<file path="src/rtl/router_pkg.sv">
`default_nettype none
// ============================================================================
// Module      : router_pkg
// Description : Shared types and constants for the 1xN router controller.
//               State encoding and statistics counter width.
// Revision    : 1.0 - initial release
// ============================================================================
package router_pkg;

    // Controller states; DECODE_ADDRESS is the reset/idle state.
    typedef enum logic [3:0] {
        DECODE_ADDRESS     = 4'd0,
        LOAD_FIRST_DATA    = 4'd1,
        WAIT_TILL_EMPTY    = 4'd2,
        LOAD_DATA          = 4'd3,
        FIFO_FULL_STATE    = 4'd4,
        LOAD_AFTER_FULL    = 4'd5,
        LOAD_PARITY        = 4'd6,
        CHECK_PARITY_ERROR = 4'd7,
        DROP_PACKET        = 4'd8
    } state_t;

    // Width of the optional packet/drop statistics counters.
    localparam int STAT_W = 16;

endpackage
`default_nettype wire

</file>
<file path="src/rtl/router_stat_ctr.sv">
`default_nettype none
// ============================================================================
// Module      : router_stat_ctr
// Description : Saturating up-counter used for router statistics. Counts
//               once per cycle with i_inc high, sticks at all-ones, and is
//               cleared only by rst.
// Revision    : 1.0 - initial release
// ============================================================================
module router_stat_ctr
    import router_pkg::*;
#(
    parameter int WIDTH = STAT_W
) (
    input  logic             clk,
    input  logic             rst,
    input  logic             i_inc,
    output logic [WIDTH-1:0] o_count
);

    logic [WIDTH-1:0] count_q;
    logic [WIDTH-1:0] count_d;

    // Next count: increment unless already saturated.
    always_comb begin
        count_d = count_q;
        if (i_inc && (count_q != {WIDTH{1'b1}})) begin
            count_d = count_q + 1'b1;
        end
    end

    // Counter register with synchronous clear.
    always_ff @(posedge clk) begin
        if (rst) begin
            count_q <= '0;
        end else begin
            count_q <= count_d;
        end
    end

    assign o_count = count_q;

endmodule
`default_nettype wire

</file>
<file path="src/rtl/router_fsm_nch.sv">
`default_nettype none
// ============================================================================
// Module      : router_fsm_nch
// Description : Controller FSM for a 1xN packet router. Decodes the header
//               address, sequences header/payload/parity writes into the
//               selected FIFO, handles FIFO-full stalls and per-channel soft
//               resets, and discards packets sent to nonexistent channels.
//               Optional macro ROUTER_FSM_STATS_EN adds pkt_count and
//               drop_count saturating statistics outputs.
// Revision    : 1.0 - initial release
// ============================================================================
module router_fsm_nch
    import router_pkg::*;
#(
    parameter int NUM_CH = 3,
    parameter int ADDR_W = 2
) (
    input  logic              clock,
    input  logic              reset,
    input  logic              pkt_valid,
    input  logic [ADDR_W-1:0] data_in,
    input  logic              parity_done,
    input  logic              low_pkt_valid,
    input  logic              fifo_full,
    input  logic [NUM_CH-1:0] fifo_empty,
    input  logic [NUM_CH-1:0] soft_reset,
    output logic              busy,
    output logic              detect_add,
    output logic              lfd_state,
    output logic              ld_state,
    output logic              laf_state,
    output logic              full_state,
    output logic              write_enb_reg,
    output logic              rst_int_reg,
    output logic              drop_state,
    output logic [ADDR_W-1:0] dest_sel
`ifdef ROUTER_FSM_STATS_EN
    ,
    output logic [STAT_W-1:0] pkt_count,
    output logic [STAT_W-1:0] drop_count
`endif
);

    // Per-channel flags are widened to the full address space so any
    // address value can index them; the unused upper entries read as 0.
    localparam int              NPAD     = 2 ** ADDR_W;
    localparam logic [ADDR_W:0] NUM_CH_W = (ADDR_W + 1)'(NUM_CH);

    state_t            state_q;
    state_t            state_d;
    logic [ADDR_W-1:0] dest_sel_q;
    logic [ADDR_W-1:0] dest_sel_d;
    logic [NPAD-1:0]   w_empty_pad;
    logic [NPAD-1:0]   w_srst_pad;
    logic              w_addr_ok;
    logic              w_soft_rst;

    assign w_empty_pad = NPAD'(fifo_empty);
    assign w_srst_pad  = NPAD'(soft_reset);
    assign w_addr_ok   = ({1'b0, data_in} < NUM_CH_W);
    assign w_soft_rst  = w_srst_pad[dest_sel_q];

    // State and destination registers.
    always_ff @(posedge clock) begin
        if (reset) begin
            state_q    <= DECODE_ADDRESS;
            dest_sel_q <= '0;
        end else begin
            state_q    <= state_d;
            dest_sel_q <= dest_sel_d;
        end
    end

    // Next-state logic; a soft reset of the active channel overrides all
    // transitions while a packet is being written into its FIFO.
    always_comb begin
        state_d    = state_q;
        dest_sel_d = dest_sel_q;
        case (state_q)
            DECODE_ADDRESS: begin
                if (pkt_valid) begin
                    if (!w_addr_ok) begin
                        state_d = DROP_PACKET;
                    end else begin
                        dest_sel_d = data_in;
                        state_d    = w_empty_pad[data_in] ? LOAD_FIRST_DATA
                                                          : WAIT_TILL_EMPTY;
                    end
                end
            end
            LOAD_FIRST_DATA:    state_d = LOAD_DATA;
            WAIT_TILL_EMPTY: begin
                if (w_empty_pad[dest_sel_q]) state_d = LOAD_FIRST_DATA;
            end
            LOAD_DATA: begin
                if (fifo_full)       state_d = FIFO_FULL_STATE;
                else if (!pkt_valid) state_d = LOAD_PARITY;
            end
            FIFO_FULL_STATE: begin
                if (!fifo_full) state_d = LOAD_AFTER_FULL;
            end
            LOAD_AFTER_FULL: begin
                if (parity_done)        state_d = DECODE_ADDRESS;
                else if (low_pkt_valid) state_d = LOAD_PARITY;
                else                    state_d = LOAD_DATA;
            end
            LOAD_PARITY:        state_d = CHECK_PARITY_ERROR;
            CHECK_PARITY_ERROR: state_d = fifo_full ? FIFO_FULL_STATE : DECODE_ADDRESS;
            DROP_PACKET: begin
                if (!pkt_valid) state_d = DECODE_ADDRESS;
            end
            default:            state_d = DECODE_ADDRESS;
        endcase
        if (w_soft_rst && (state_q != DECODE_ADDRESS) && (state_q != DROP_PACKET)) begin
            state_d = DECODE_ADDRESS;
        end
    end

    // Moore strobes from the present state; everything is forced low in reset.
    always_comb begin
        busy          = 1'b0;
        detect_add    = 1'b0;
        lfd_state     = 1'b0;
        ld_state      = 1'b0;
        laf_state     = 1'b0;
        full_state    = 1'b0;
        write_enb_reg = 1'b0;
        rst_int_reg   = 1'b0;
        drop_state    = 1'b0;
        case (state_q)
            DECODE_ADDRESS:     detect_add = pkt_valid;
            LOAD_FIRST_DATA:    begin busy = 1'b1; lfd_state = 1'b1; end
            WAIT_TILL_EMPTY:    busy = 1'b1;
            LOAD_DATA:          begin ld_state = 1'b1; write_enb_reg = 1'b1; end
            FIFO_FULL_STATE:    begin busy = 1'b1; full_state = 1'b1; end
            LOAD_AFTER_FULL:    begin busy = 1'b1; laf_state = 1'b1; write_enb_reg = 1'b1; end
            LOAD_PARITY:        begin busy = 1'b1; write_enb_reg = 1'b1; end
            CHECK_PARITY_ERROR: begin busy = 1'b1; rst_int_reg = 1'b1; end
            DROP_PACKET:        drop_state = 1'b1;
            default:            busy = 1'b0;
        endcase
        if (reset) begin
            busy          = 1'b0;
            detect_add    = 1'b0;
            lfd_state     = 1'b0;
            ld_state      = 1'b0;
            laf_state     = 1'b0;
            full_state    = 1'b0;
            write_enb_reg = 1'b0;
            rst_int_reg   = 1'b0;
            drop_state    = 1'b0;
        end
    end

    assign dest_sel = reset ? '0 : dest_sel_q;

`ifdef ROUTER_FSM_STATS_EN
    logic [STAT_W-1:0] w_pkt_cnt;
    logic [STAT_W-1:0] w_drop_cnt;
    logic              w_pkt_inc;
    logic              w_drop_inc;

    // One count per cycle in LOAD_FIRST_DATA; one per entry into DROP_PACKET.
    assign w_pkt_inc  = (state_q == LOAD_FIRST_DATA);
    assign w_drop_inc = (state_q == DECODE_ADDRESS) && (state_d == DROP_PACKET);

    router_stat_ctr #(.WIDTH(STAT_W)) u_pkt_ctr (
        .clk     (clock),
        .rst     (reset),
        .i_inc   (w_pkt_inc),
        .o_count (w_pkt_cnt)
    );

    router_stat_ctr #(.WIDTH(STAT_W)) u_drop_ctr (
        .clk     (clock),
        .rst     (reset),
        .i_inc   (w_drop_inc),
        .o_count (w_drop_cnt)
    );

    assign pkt_count  = reset ? '0 : w_pkt_cnt;
    assign drop_count = reset ? '0 : w_drop_cnt;
`endif

endmodule
`default_nettype wire

</file>
<file path="config.mk">
export PLATFORM = sky130hd
export DESIGN_NAME = router_fsm_nch
export DESIGN_NICKNAME = d
export VERILOG_FILES = /design/src/rtl/router_pkg.sv /design/src/rtl/router_stat_ctr.sv /design/src/rtl/router_fsm_nch.sv
export SDC_FILE = /design/constraint.sdc
export NUM_CORES = 1
export LEC_CHECK = 0
export ABC_AREA = 1
export CAP_MARGIN = 0
export CORE_MARGIN = 2
export CORE_UTILIZATION = 41
export DETAILED_ROUTE_END_ITERATION = 12
export GPL_TIMING_DRIVEN = 0
export PLACE_DENSITY = 0.77
export SLEW_MARGIN = 30
export SYNTH_ARGS = -nofsm -noshare
export SYNTH_HDL_FRONTEND = slang
export SYNTH_HIERARCHICAL = 1
export SYNTH_SLANG_ARGS = --single-unit
</file>
<file path="constraint.sdc">
create_clock -name clock -period 1.6 [get_ports clock]
set_input_delay 0.24 -clock clock [delete_from_list [all_inputs] [get_ports clock]]
set_output_delay 0.24 -clock clock [all_outputs]
set_load 0.05 [all_outputs]
</file>
**Word level (Yosys, flattened, before mapping)**

Index checks and enable logic that the tools add are counted.

- $lt $le $gt $ge: 3
- Equal/unequal tests: 14
- Muxes and demuxes: 37
- Reductions and logical operators: 9

Operators by type and width:

| operator | count |
|---|---|
| one-hot mux 4 bit (9 select lines) | 1 |
| two-way mux 4 bit | 7 |
| two-way mux 1 bit | 21 |
| == test 4 x 3 -> 1 bit, second input constant | 4 |
| two-way mux 3 bit | 3 |
| == test 4 x 2 -> 1 bit, second input constant | 2 |
| inequality test 2 bit, second input constant | 4 |
| binary-select mux 1 bit (select 2 bit) | 3 |
| < comparator 2 x 3 -> 1 bit, second input constant | 2 |
| OR reduction 6 bit | 1 |
| AND reduction 5 bit | 1 |
| == test 4 x 1 -> 1 bit, second input constant | 1 |
| == test 4 bit, second input constant | 1 |
| logical NOT 4 bit | 1 |
| two-way mux 2 bit | 2 |
| inequality test 4 bit, second input constant | 1 |
| nonzero test 4 bit | 1 |
| inequality test 3 bit, second input constant | 1 |
| AND reduction 3 bit | 1 |
| OR reduction 3 bit | 1 |
| logical AND 1 bit | 2 |
| < comparator 2 bit, second input constant | 1 |
| OR reduction 2 bit | 1 |

- Register bits after elaboration: 6
- Input bits: 14
- Output and inout port bits: 11
- Logic and storage cells: 65

**Depth between registers and ports, before layout**

Gate-level depths: netlist (run 1).

- Depth in word-level cells: 6
- Gate-level depth with buffers: 9
- Gate-level depth less buffers: 9

**Least setup slack after synthesis (run 1)**

Ideal clock, no wire load.

- Path type: register to output
- From: register state_q[1]
- To: output port full_state
- Arrival: 2.048 ns
- Required time: 1.360 ns
- Setup slack: -0.688 ns
- Stages on the path, launching flop included: 4
- Buffers on the path: 0
- Path through: dfxtp_1 nor2_2 inv_1 nor4_1

- Cells in the longest elaborated chain, start to end: 3

Ends and longest elaborated chain:

| item | RTL line | text |
|---|---|---|
| start: declaration | router_fsm_nch.sv:49 | `state_t state_q;` |
| start signal: assignment | router_fsm_nch.sv:69 | `state_q <= state_d;` |
| == test 4 x 3 -> 1 bit | router_fsm_nch.sv:130 | `case (state_q)` |
| two-way mux 1 bit | router_fsm_nch.sv:130 |  |
| two-way mux 1 bit | router_fsm_nch.sv:142 | `if (reset) begin` |
| end: declaration | router_fsm_nch.sv:32 | `output logic full_state,` |

Every way passes these cells.

**Worst setup path in the final report (run 1)**

- From: register state_q[2]
- To: output port write_enb_reg

- Cells in the longest elaborated chain, start to end: 4
- Elaborated cells between the ends (all ways): 6
- Those cells by class: eq/ne (3); mux (2); reduce/logical (1)

Ends and longest elaborated chain:

| item | RTL line | text |
|---|---|---|
| == test 4 x 3 -> 1 bit or == test 4 x 2 -> 1 bit (tied branches) | router_fsm_nch.sv:130 |  |
| OR reduction 3 bit (no source line) (*) | -- |  |
| two-way mux 1 bit (*) | router_fsm_nch.sv:130 |  |
| two-way mux 1 bit (*) | router_fsm_nch.sv:142 |  |
| end: declaration | router_fsm_nch.sv:33 | `output logic write_enb_reg,` |

Mark *: on every way between the ends. The rest lies on a longest branch, timed or not.

==> results of run 1 <==
## area by class of cell
| type | instances | area share, % |
|---|---|---|
| flip-flops and latches | 6 | 13.2 |
| clock buffers | 3 | 2.28 |
| inverters | 18 | 6.84 |
| well taps | 15 | 1.90 |
| repair buffers | 27 | 25.5 |
| plain buffers | 1 | 1.52 |
| multi-input cells | 88 | 48.8 |
## worst reg2reg max path, cell delays in order, from the launching register on
cell,delay [ps]
sky130_fd_sc_hd__dfxtp_4,360
sky130_fd_sc_hd__inv_2,80
sky130_fd_sc_hd__nor2_4,210
sky130_fd_sc_hd__nand2_2,120
sky130_fd_sc_hd__buf_4,140
sky130_fd_sc_hd__nor2_1,70
sky130_fd_sc_hd__nor2_1,50
sky130_fd_sc_hd__nand2_1,70
sky130_fd_sc_hd__nand2_1,50
sky130_fd_sc_hd__a21oi_1,110
## registers in the layout, summed over array words and instances, names as in the netlist
signal / cells
state_q: 4
dest_sel_q: 2
## stage by stage
| step | util, % | power (uW) | setup TNS [ps] | instance area [sq um] | instances |
|---|---|---|---|---|---|
| final | 73.1 | 1190 | -17.0 | 987 | 158 |
| after global routing | 73.1 | 1300 | -337 | 987 | 158 |
| after CTS | 68.7 | 1170 | -2.35 | 927 | 156 |
| after detailed placement | 67.5 | 1020 | -7550 | 911 | 152 |
| after global placement | 67.5 | 1010 | -6990 | 911 | 152 |
| after floorplan | - | 820 | -194 | 652 | 113 |
## per-layer routing
| layer | track usage [%] | vias up | wire [um] |
|---|---|---|---|
| met2 | 34.2 | 17 | 901 |
| met4 | 11.9 | 0 | 0 |
| met5 | 0 | - | 0 |
| met3 | 3.83 | 0 | 59 |
| met1 | 26.5 | 366 | 828 |
| li1 | - | 424 | - |
## power by group through the flow
stage | Sequential [uW] | Combinational, uW | Clock (uW)
3_5_place_dp | 249 | 769 | 0
5_1_grt | 269 | 884 | 151
4_1_cts | 256 | 775 | 136
3_3_place_gp | 247 | 760 | 0
2_1_floorplan | 237 | 583 | 0
6_report | 261 | 803 | 127
## synth_stat cells
| cell type | instances |
|---|---|
| sky130_fd_sc_hd__a31oi_1 | 1 |
| sky130_fd_sc_hd__nand3_1 | 16 |
| sky130_fd_sc_hd__o21ai_1 | 2 |
| sky130_fd_sc_hd__dfxtp_1 | 6 |
| sky130_fd_sc_hd__clkinv_1 | 1 |
| sky130_fd_sc_hd__inv_2 | 3 |
| sky130_fd_sc_hd__o21ai_0 | 3 |
| sky130_fd_sc_hd__inv_1 | 14 |
| sky130_fd_sc_hd__nand3b_1 | 1 |
| sky130_fd_sc_hd__or2_2 | 1 |
| sky130_fd_sc_hd__a21oi_1 | 6 |
| sky130_fd_sc_hd__nor3_1 | 2 |
| sky130_fd_sc_hd__clkbuf_1 | 1 |
| sky130_fd_sc_hd__nand4_1 | 2 |
| sky130_fd_sc_hd__nor2_4 | 2 |
| sky130_fd_sc_hd__nor4_1 | 2 |
| sky130_fd_sc_hd__nor2_2 | 4 |
| sky130_fd_sc_hd__a21oi_2 | 1 |
| sky130_fd_sc_hd__nand2_1 | 29 |
| sky130_fd_sc_hd__nand2_2 | 3 |
| sky130_fd_sc_hd__nor2_1 | 13 |
## final timing paths
path,startpoint,end,depth (start not counted)
max,state_q[2]$_SDFFE_PP0P_,write_enb_reg,5
min,reset,dest_sel_q[1]$_SDFFE_PP0P_,4
max reg2reg,state_q[2]$_SDFFE_PP0P_,state_q[0]$_SDFFE_PP0P_,9
min reg2reg,state_q[1]$_SDFFE_PP0P_,state_q[1]$_SDFFE_PP0P_,2
## placed cells by master (no fill, tap or decap), types with 2 or more instances in the layout
cell,instances
sky130_fd_sc_hd__nand2_1,28
sky130_fd_sc_hd__nand3_1,15
sky130_fd_sc_hd__inv_1,13
sky130_fd_sc_hd__nor2_1,13
sky130_fd_sc_hd__clkdlybuf4s50_1,12
sky130_fd_sc_hd__a21oi_1,6
sky130_fd_sc_hd__clkbuf_4,5
sky130_fd_sc_hd__buf_6,5
sky130_fd_sc_hd__buf_4,5
sky130_fd_sc_hd__inv_2,4
sky130_fd_sc_hd__nand2_2,4
sky130_fd_sc_hd__nor2_2,3
sky130_fd_sc_hd__nor2_4,3
sky130_fd_sc_hd__o21ai_0,3
sky130_fd_sc_hd__nor3_2,2
sky130_fd_sc_hd__o21ai_1,2
sky130_fd_sc_hd__nand4_1,2
sky130_fd_sc_hd__dfxtp_1,2
sky130_fd_sc_hd__buf_2,2
sky130_fd_sc_hd__dfxtp_2,2
sky130_fd_sc_hd__dfxtp_4,2
## cells by family (layout without fill, tap and decap cells)
kind of cell,after synthesis,count (layout),synth area share [%]
and+or+nand+nor,75,75,57.4
DFF,6,6,19.6
AOI/OAI and AO/OA,13,13,11.4
buffers and inverters,19,49,11.6
## timing repair
action / CTS / global route
buffers inserted: 1 / 2
hold endpoints to repair: 0 / 0
endpoints found under the setup margin: 11 / 9
pin swaps: 1 / 3
resized for setup: 72 / 16
==> results.md, run 1 <==
- Worst hold slack: between 400 and 500 ps
- Clock power share: 10.7%
- Transition at the pin with the smallest max-transition slack: 253 ps
- Register Area: 130 sq um
- DRC Markers: 0
- Net switching component of the power: between 600 and 700 uW
- Final HPWL DP: ~1400 um
- Sum of buffers and inverters on the critical path: 2
- Dominant cells by area after synthesis: sky130_fd_sc_hd__dfxtp_1, sky130_fd_sc_hd__nand2_1, sky130_fd_sc_hd__nand3_1
- Hold Vio Cnt, Final: 0
- Area growth syn-to-layout: 60.7%
- Mean number of vias per cell: just over 5
- Via count of the first global-routing pass: 719
- CP max stage cell: sky130_fd_sc_hd__dfxtp_4
- Maximum vdd ir drop: roughly 0.80 mV
- Library cells used by synthesis: 21
- Required time worst endpoint: 1360 ps
- Setup repair after global routing missed its margin: true
- Maximum number of buffers from clock root to sink: 2
- Kind of critical path: register to primary output
- Multi-input gate area: between 400 and 500 sq um
- Slack of the critical path: -17.0 ps
- Share of final-layout standard cells stronger than drive strength 1: 30.8%
- Violations in the final reports: negative setup slack
- Fraction of power spent switching nets: a little over half
- Ant diodes: 0
- Die boundary height: 42.7 um
- Minimum period implied by the final worst setup slack: 1620 ps
- Hold WC Path Type: input pin to register
- Number of fillers in the final layout: 118
- Count of antenna-violating nets left after detailed routing: 0
- TritonCTS clock tree: built
- Die area: 1820 sq um
- Syn nets: about 130
- Share of the yosys chip area belonging to registers: between 15 and 20%
- Num CTS Buffers: 3
- Setup violation total in the final timing report: 1
- Kind of cell adding the most delay to the critical path: flip-flops
- List of cells traversed by the critical path: inv_2, nor2_4, nand3_2, a31oi_4, buf_6
- Highest net fanout along the worst path: 8
- Clock root buffer: sky130_fd_sc_hd__clkbuf_4
- Total detailed-routing wirelength: 1790 um
- Part of the power in combinational logic: 67.4%
- Final #Nets: 159
- Result of the run: finished, violations left
- Reg clk slew, reported paths: 40 ps
- Final critical-path share of the clock period: 101%
- I/O Pins: 25
- Horizontal extent of the die: 42.7 um
- Htree depth: 1
- Starting Density: 45.5%
- Data arrival at the endpoint of the critical path: about 1400 ps
- First drt pass iteration count: 4
- Area of the core region: 1350 sq um
- Slew Limit Headroom: 83.2%
- Synth Instances: 113
- Overall Global Routing Usage: between 20% and 30%
- Overflow after GRT: 0
- Synth area leader: sky130_fd_sc_hd__dfxtp_1
- Max-capacitance violation count: 0
- Initial antenna violation count: 0
- Power Density: 1210 nW/um^2
- Buffers added on ports: 24
- Vias post-DR: approximately 810
- Wire length of the first global-routing pass: about 3000 um
- Highest attainable clock frequency: 618 MHz
- Post-Synthesis Cell Area: a little over 600 sq um
- Initial detailed-routing violation count: 19
- Type of element launching the critical path: register
- Area share of the leading cell type in the synthesized netlist: between 10% and 20%
- RD Place Congestion: a little under 0.9
- Cell leakage power: approximately 0.00048 uW
- Hold buffer count at cts: 0
- Clock Sinks: 6
- Kind of capture point of the worst setup path: primary output
- Clock skew: 1.12 ps
- Setup slack, reg-to-reg: 260 ps
- Average cell area after synthesis: 5.44 sq um
- Clock Latency Late Sink: 230 ps
- Total count of max-transition violations in the final report: 0
- Maximum number of pins on one net before global-route repair: 11
- Largest stage delay on the critical path: 360 ps
- Flip-flop and latch count after synthesis: 6
- Share of total power in sequential cells: between 20 and 25%
- Cell-internal power: 559 uW
- Number of rows created at floorplan: 13
- Post-Place Worst Slack: -776 ps
- Mean routed wirelength per cell: 11.3 um
- Syn. warnings: 6
No activity file was read; power rests on OpenSTA's default activity.
==> inputs of run 2 (changes only) <==
--- a/config.mk
+++ b/config.mk
@@ -15,5 +15,4 @@
 export SLEW_MARGIN = 30
 export SYNTH_ARGS = -nofsm -noshare
 export SYNTH_HDL_FRONTEND = slang
-export SYNTH_HIERARCHICAL = 1
 export SYNTH_SLANG_ARGS = --single-unit
==> results of run 2 <==
No change in the layout: final DEF, timing and power equal those of run 1.
Main changes from that run: Yosys warning count 6 -> 0
==> inputs of run 3 (changes only) <==
--- a/config.mk
+++ b/config.mk
@@ -9,9 +9,11 @@
 export CAP_MARGIN = 0
 export CORE_MARGIN = 2
 export CORE_UTILIZATION = 41
+export CTS_CLUSTER_DIAMETER = 30
 export DETAILED_ROUTE_END_ITERATION = 12
 export GPL_TIMING_DRIVEN = 0
 export PLACE_DENSITY = 0.77
+export SETUP_SLACK_MARGIN = 0.4
 export SLEW_MARGIN = 30
 export SYNTH_ARGS = -nofsm -noshare
 export SYNTH_HDL_FRONTEND = slang
==> results.md, run 3 <==
- Result of the run: stopped before the end
- Stage at which the run stopped: global routing (5_1_grt)
- Tool error message: [ERROR DPL-0038] Utilization greater than 100%, impossible to legalize
- Die boundary height: 42.7 um (unchanged)
- Flip-flop and latch count after synthesis: 6 (unchanged)
- Number of rows created at floorplan: 13 (unchanged)
- Hold buffer count at cts: 0 (unchanged)
- Syn. warnings: 0
- Primary FF master, synth: sky130_fd_sc_hd__dfxtp_1
- Last worst endpoint in the global-route repair_timing: busy
- Post-synthesis async set-or-reset flop share: 0% (unchanged)
- Library cells used by synthesis: 21 (unchanged)
- Commonest cells in the synthesized netlist: sky130_fd_sc_hd__nand2_1, sky130_fd_sc_hd__nand3_1, sky130_fd_sc_hd__inv_1
- Horizontal extent of the die: 42.7 um (unchanged)
- Maximum number of pins on one net before global-route repair: 7
- Maximum number of buffers from clock root to sink: 2 (unchanged)
- RD Place Congestion: 0.846 (-4.7%)
- Final HPWL DP: 1460 um (+3.4%)
- Post-DP Area: 992 sq um (+8.9%)
- Post-Synthesis Cell Area: 614 sq um (unchanged)
- I/O Pins: 25 (unchanged)
- Worst endpoint type: top-level output
- Share of the yosys chip area belonging to registers: 19.6% (unchanged)
- Synth area leader: sky130_fd_sc_hd__dfxtp_1
- Cell with the most instances after synthesis: sky130_fd_sc_hd__nand2_1
- Average cell area after synthesis: 5.44 sq um (unchanged)
- Htree depth: 1 (unchanged)
- Post-synth EDFFs: 0 (unchanged)
- Dominant cells by area after synthesis: sky130_fd_sc_hd__dfxtp_1, sky130_fd_sc_hd__nand2_1, sky130_fd_sc_hd__nand3_1
- Clock root buffer: sky130_fd_sc_hd__clkbuf_4
- Syn nets: 127 (unchanged)
- Starting Density: 45.5% (unchanged)
- Synth Instances: 113 (unchanged)
- Num CTS Buffers: 3 (unchanged)
- Buffers added on ports: 24 (unchanged)
- Clock Sinks: 6 (unchanged)
- Area share of the leading cell type in the synthesized netlist: 19.6% (unchanged)
==> run 3: cell families after synthesis <==
family / share of synthesized area, %
AO/OA/AOI/OAI: 11.4
flip-flops: 19.6
AND/OR/NAND/NOR: 57.4
buffers and inverters: 11.6
==> run 3: repair_timing <==
action | in CTS
endpoints found under the setup margin | 17
gates cloned | 1
setup buffers | 10
pin swaps | 14
gates resized for setup | 109
==> run 3: per-stage QoR <==
step	std cells	setup TNS, ps	hold WS (ps)	utilization [%]	setup slack, ps
2_1_floorplan	113	0	415	-	155
3_3_place_gp	152	-7210	541	73.5	-737
3_5_place_dp	152	-7390	542	73.5	-749
4_1_cts	166	0	344	90.1	24.7
==> inputs of run 4 (changes only) <==
--- a/config.mk
+++ b/config.mk
@@ -7,13 +7,11 @@
 export LEC_CHECK = 0
 export ABC_AREA = 1
 export CAP_MARGIN = 0
-export CORE_MARGIN = 2
-export CORE_UTILIZATION = 41
-export CTS_CLUSTER_DIAMETER = 30
+export CORE_AREA = 2 2 63 65
 export DETAILED_ROUTE_END_ITERATION = 12
+export DIE_AREA = 0 0 65 67
 export GPL_TIMING_DRIVEN = 0
-export PLACE_DENSITY = 0.77
-export SETUP_SLACK_MARGIN = 0.4
+export PLACE_DENSITY_LB_ADDON = 0.15
 export SLEW_MARGIN = 30
 export SYNTH_ARGS = -nofsm -noshare
 export SYNTH_HDL_FRONTEND = slang
==> results.md, run 4 <==
- Result of the run: finished clean
- Count of antenna-violating nets left after detailed routing: 0
- Most common library cell in the layout ignoring fill and taps: sky130_fd_sc_hd__nand2_1
- Setup repair after global routing missed its margin: true
- Ant diodes: 0
- Type of element launching the critical path: register
- Number of fillers in the final layout: 413
- Maximum number of buffers from clock root to sink: 2 (unchanged)
- Total count of max-transition violations in the final report: 0
- Clock power share: 16.9%
- Post-synth EDFFs: 0 (unchanged)
- Share of final-layout standard cells stronger than drive strength 1: 29.6%
- Cell with the most instances after synthesis: sky130_fd_sc_hd__nand2_1
- Final critical-path share of the clock period: 96.7%
- Slew Limit Headroom: between 80% and 90%
- Highest net fanout along the worst path: 5
- Depth of the worst register-to-register path: 10
- DRC Markers: 0
- Syn. warnings: 0 (unchanged)
- Largest registers: state_q (4), dest_sel_q (2)
- Area of all placed cells without fillers: between 1000 and 1500 sq um
- Commonest cells in the synthesized netlist: sky130_fd_sc_hd__nand2_1, sky130_fd_sc_hd__nand3_1, sky130_fd_sc_hd__inv_1
- Share of the yosys chip area belonging to registers: 19.6% (unchanged)
- Hold WC Path Type: input pin to register
- Maximum vdd ir drop: 0.228 mV
- Minimum period implied by the final worst setup slack: approximately 1500 ps
- Clock skew: 0.157 ps
- Max reg flops: 4
- TritonCTS clock tree: built
- Clock Latency Late Sink: 220 ps
- Clock Sinks: 6 (unchanged)
- Cell leakage power: approximately 0.00049 uW
- Largest reg by FF count: state_q
- Initial antenna violation count: 0
- Area of the core region: roughly 3600 sq um
- Share of total power in sequential cells: 21.2%
- Commonest cells after routing, fill and taps aside: sky130_fd_sc_hd__nand2_1, sky130_fd_sc_hd__nand3_1, sky130_fd_sc_hd__inv_1, sky130_fd_sc_hd__nor2_1, sky130_fd_sc_hd__clkdlybuf4s50_1
- Synth area leader: sky130_fd_sc_hd__dfxtp_1
- Wire length of the first global-routing pass: 3370 um
- Fraction of power spent switching nets: between 50% and 60%
- Max-capacitance violation count: 0
- Synth Instances: 113 (unchanged)
- Overall Global Routing Usage: 10.3%
- Kind of critical path: register to primary output
- Final #Nets: between 150 and 200
- Number of rows created at floorplan: 22 (+9)
- Transition at the pin with the smallest max-transition slack: 250 ps
- Part of the power in combinational logic: 61.9%
- Initial detailed-routing violation count: 10
- Area share of the leading cell type in the synthesized netlist: 19.6% (unchanged)
- Maximum number of pins on one net before global-route repair: 11
- Total chip power: 1280 uW
- Highest attainable clock frequency: 647 MHz
- Net switching component of the power: 656 uW
- Register Area: approximately 130 sq um
- Cell-internal power: 626 uW
- Primary FF master, synth: sky130_fd_sc_hd__dfxtp_1
- Num CTS Buffers: 3 (unchanged)
- Post-DP Area: 952 sq um (-4.0%)
- Die boundary height: 67 um (+57%)
- Kind of capture point of the worst setup path: primary output
- Syn nets: 127 (unchanged)
- Reg clk slew, reported paths: 30 ps
- Clock root buffer: sky130_fd_sc_hd__clkbuf_8
- Vias post-DR: 817
- Multi-input gate area: 478 sq um
- Htree depth: 1 (unchanged)
- I/O Pins: 25 (unchanged)
- Overflow after GRT: 0
- First drt pass iteration count: 3
- Starting Density: 17.0% (-28 points)
- Worst Hold Path Cells: 4
- Flip-flop and latch count after synthesis: 6 (unchanged)
- Final cell utilization of the core: 28.3%
- Count of placed standard cells including taps: 185 (+22%)
- Hold Vio Cnt, Final: 0
- RD Place Congestion: 0.785 (-7.2%)
- Data arrival at the endpoint of the critical path: 1310 ps
- Final HPWL DP: 1630 um (+12%)
- Area growth syn-to-layout: 66.4%
- Horizontal extent of the die: 65 um (+52%)
- Required time worst endpoint: 1360 ps
- Die area: 4360 sq um
- Average cell area after synthesis: 5.44 sq um (unchanged)
- Final cell count without fillers: 190
- Post-synthesis async set-or-reset flop share: 0% (unchanged)
- Mean number of vias per cell: about 4.3
- Total detailed-routing wirelength: 1960 um
- Buffers added on ports: 24 (unchanged)
- Mean routed wirelength per cell: 10.3 um
- Via count of the first global-routing pass: 807
- Setup violation total in the final timing report: 0
- Post-Synthesis Cell Area: 614 sq um (unchanged)
- Power Density: 1250 nW/um^2
- Dominant cells by area after synthesis: sky130_fd_sc_hd__dfxtp_1, sky130_fd_sc_hd__nand2_1, sky130_fd_sc_hd__nand3_1
- Library cells used by synthesis: 21 (unchanged)
run 4: cell counts after synthesis:
Identical to the previous run, type by type.
run 4: layout make-up:
cell class | count | area share (%)
well taps | 48 | 5.88
inverters | 18 | 6.61
flip-flops and latches | 6 | 12.7
multi-input cells | 88 | 46.8
repair buffers | 26 | 22.5
plain buffers | 1 | 1.47
clock buffers | 3 | 4.04
run 4: worst max-delay path, cell delays in order, from the launching register on:
cell                      delay, ps
sky130_fd_sc_hd__dfxtp_2        360
sky130_fd_sc_hd__inv_2           90
sky130_fd_sc_hd__nor2_4         160
sky130_fd_sc_hd__nand2_1        110
sky130_fd_sc_hd__a31oi_2        190
sky130_fd_sc_hd__buf_6          180
run 4: power groups by stage:
| stage | registers, uW | logic [uW] | clock network, uW |
|---|---|---|---|
| finish | 272 | 793 | 217 |
| global route | 280 | 883 | 232 |
| CTS | 259 | 792 | 228 |
| detailed placement | 248 | 790 | 0 |
| global placement | 247 | 788 | 0 |
| floorplan | 237 | 583 | 0 |
run 4: repair_timing:
item	4_1_cts	5_1_grt
hold buffers	0	0
pin swaps	1	0
gates resized for setup	75	9
setup endpoints to repair	11	9
setup buffers	2	0
endpoints found under the hold margin	0	0
run 4: worst paths after layout:
kind,startpoint,to,slack [ps]
hold / removal,reset,dest_sel_q[0]$_SDFFE_PP0P_,450
setup reg to reg,state_q[2]$_SDFFE_PP0P_,state_q[3]$_SDFFE_PP0P_,240
hold reg to reg,state_q[1]$_SDFFE_PP0P_,state_q[1]$_SDFFE_PP0P_,550
setup / recovery,state_q[2]$_SDFFE_PP0P_,write_enb_reg,50
run 4: cell families after synthesis:
kind of cell | count (synthesis) | share of synthesized area [%]
and+or+nand+nor | 75 | 57.4
AOI/OAI and AO/OA | 13 | 11.4
DFF | 6 | 19.6
buffers and inverters | 19 | 11.6
run 4: metrics by stage:
step                      hold WS [ps]  setup WS [ps]  setup TNS, ps
final                              455           53.2              0
after global placement             549           -776          -7730
after global routing               516          -17.3          -32.4
after CTS                          548           4.34              0
after floorplan                    415           -111           -194
after detailed placement           543           -782          -7850
run 4: routing by layer:
metal	wire length, um	track usage (%)
met1	890	11.5
met2	965	18.4
met3	67	1.52
met4	40	5.85
met5	0	0
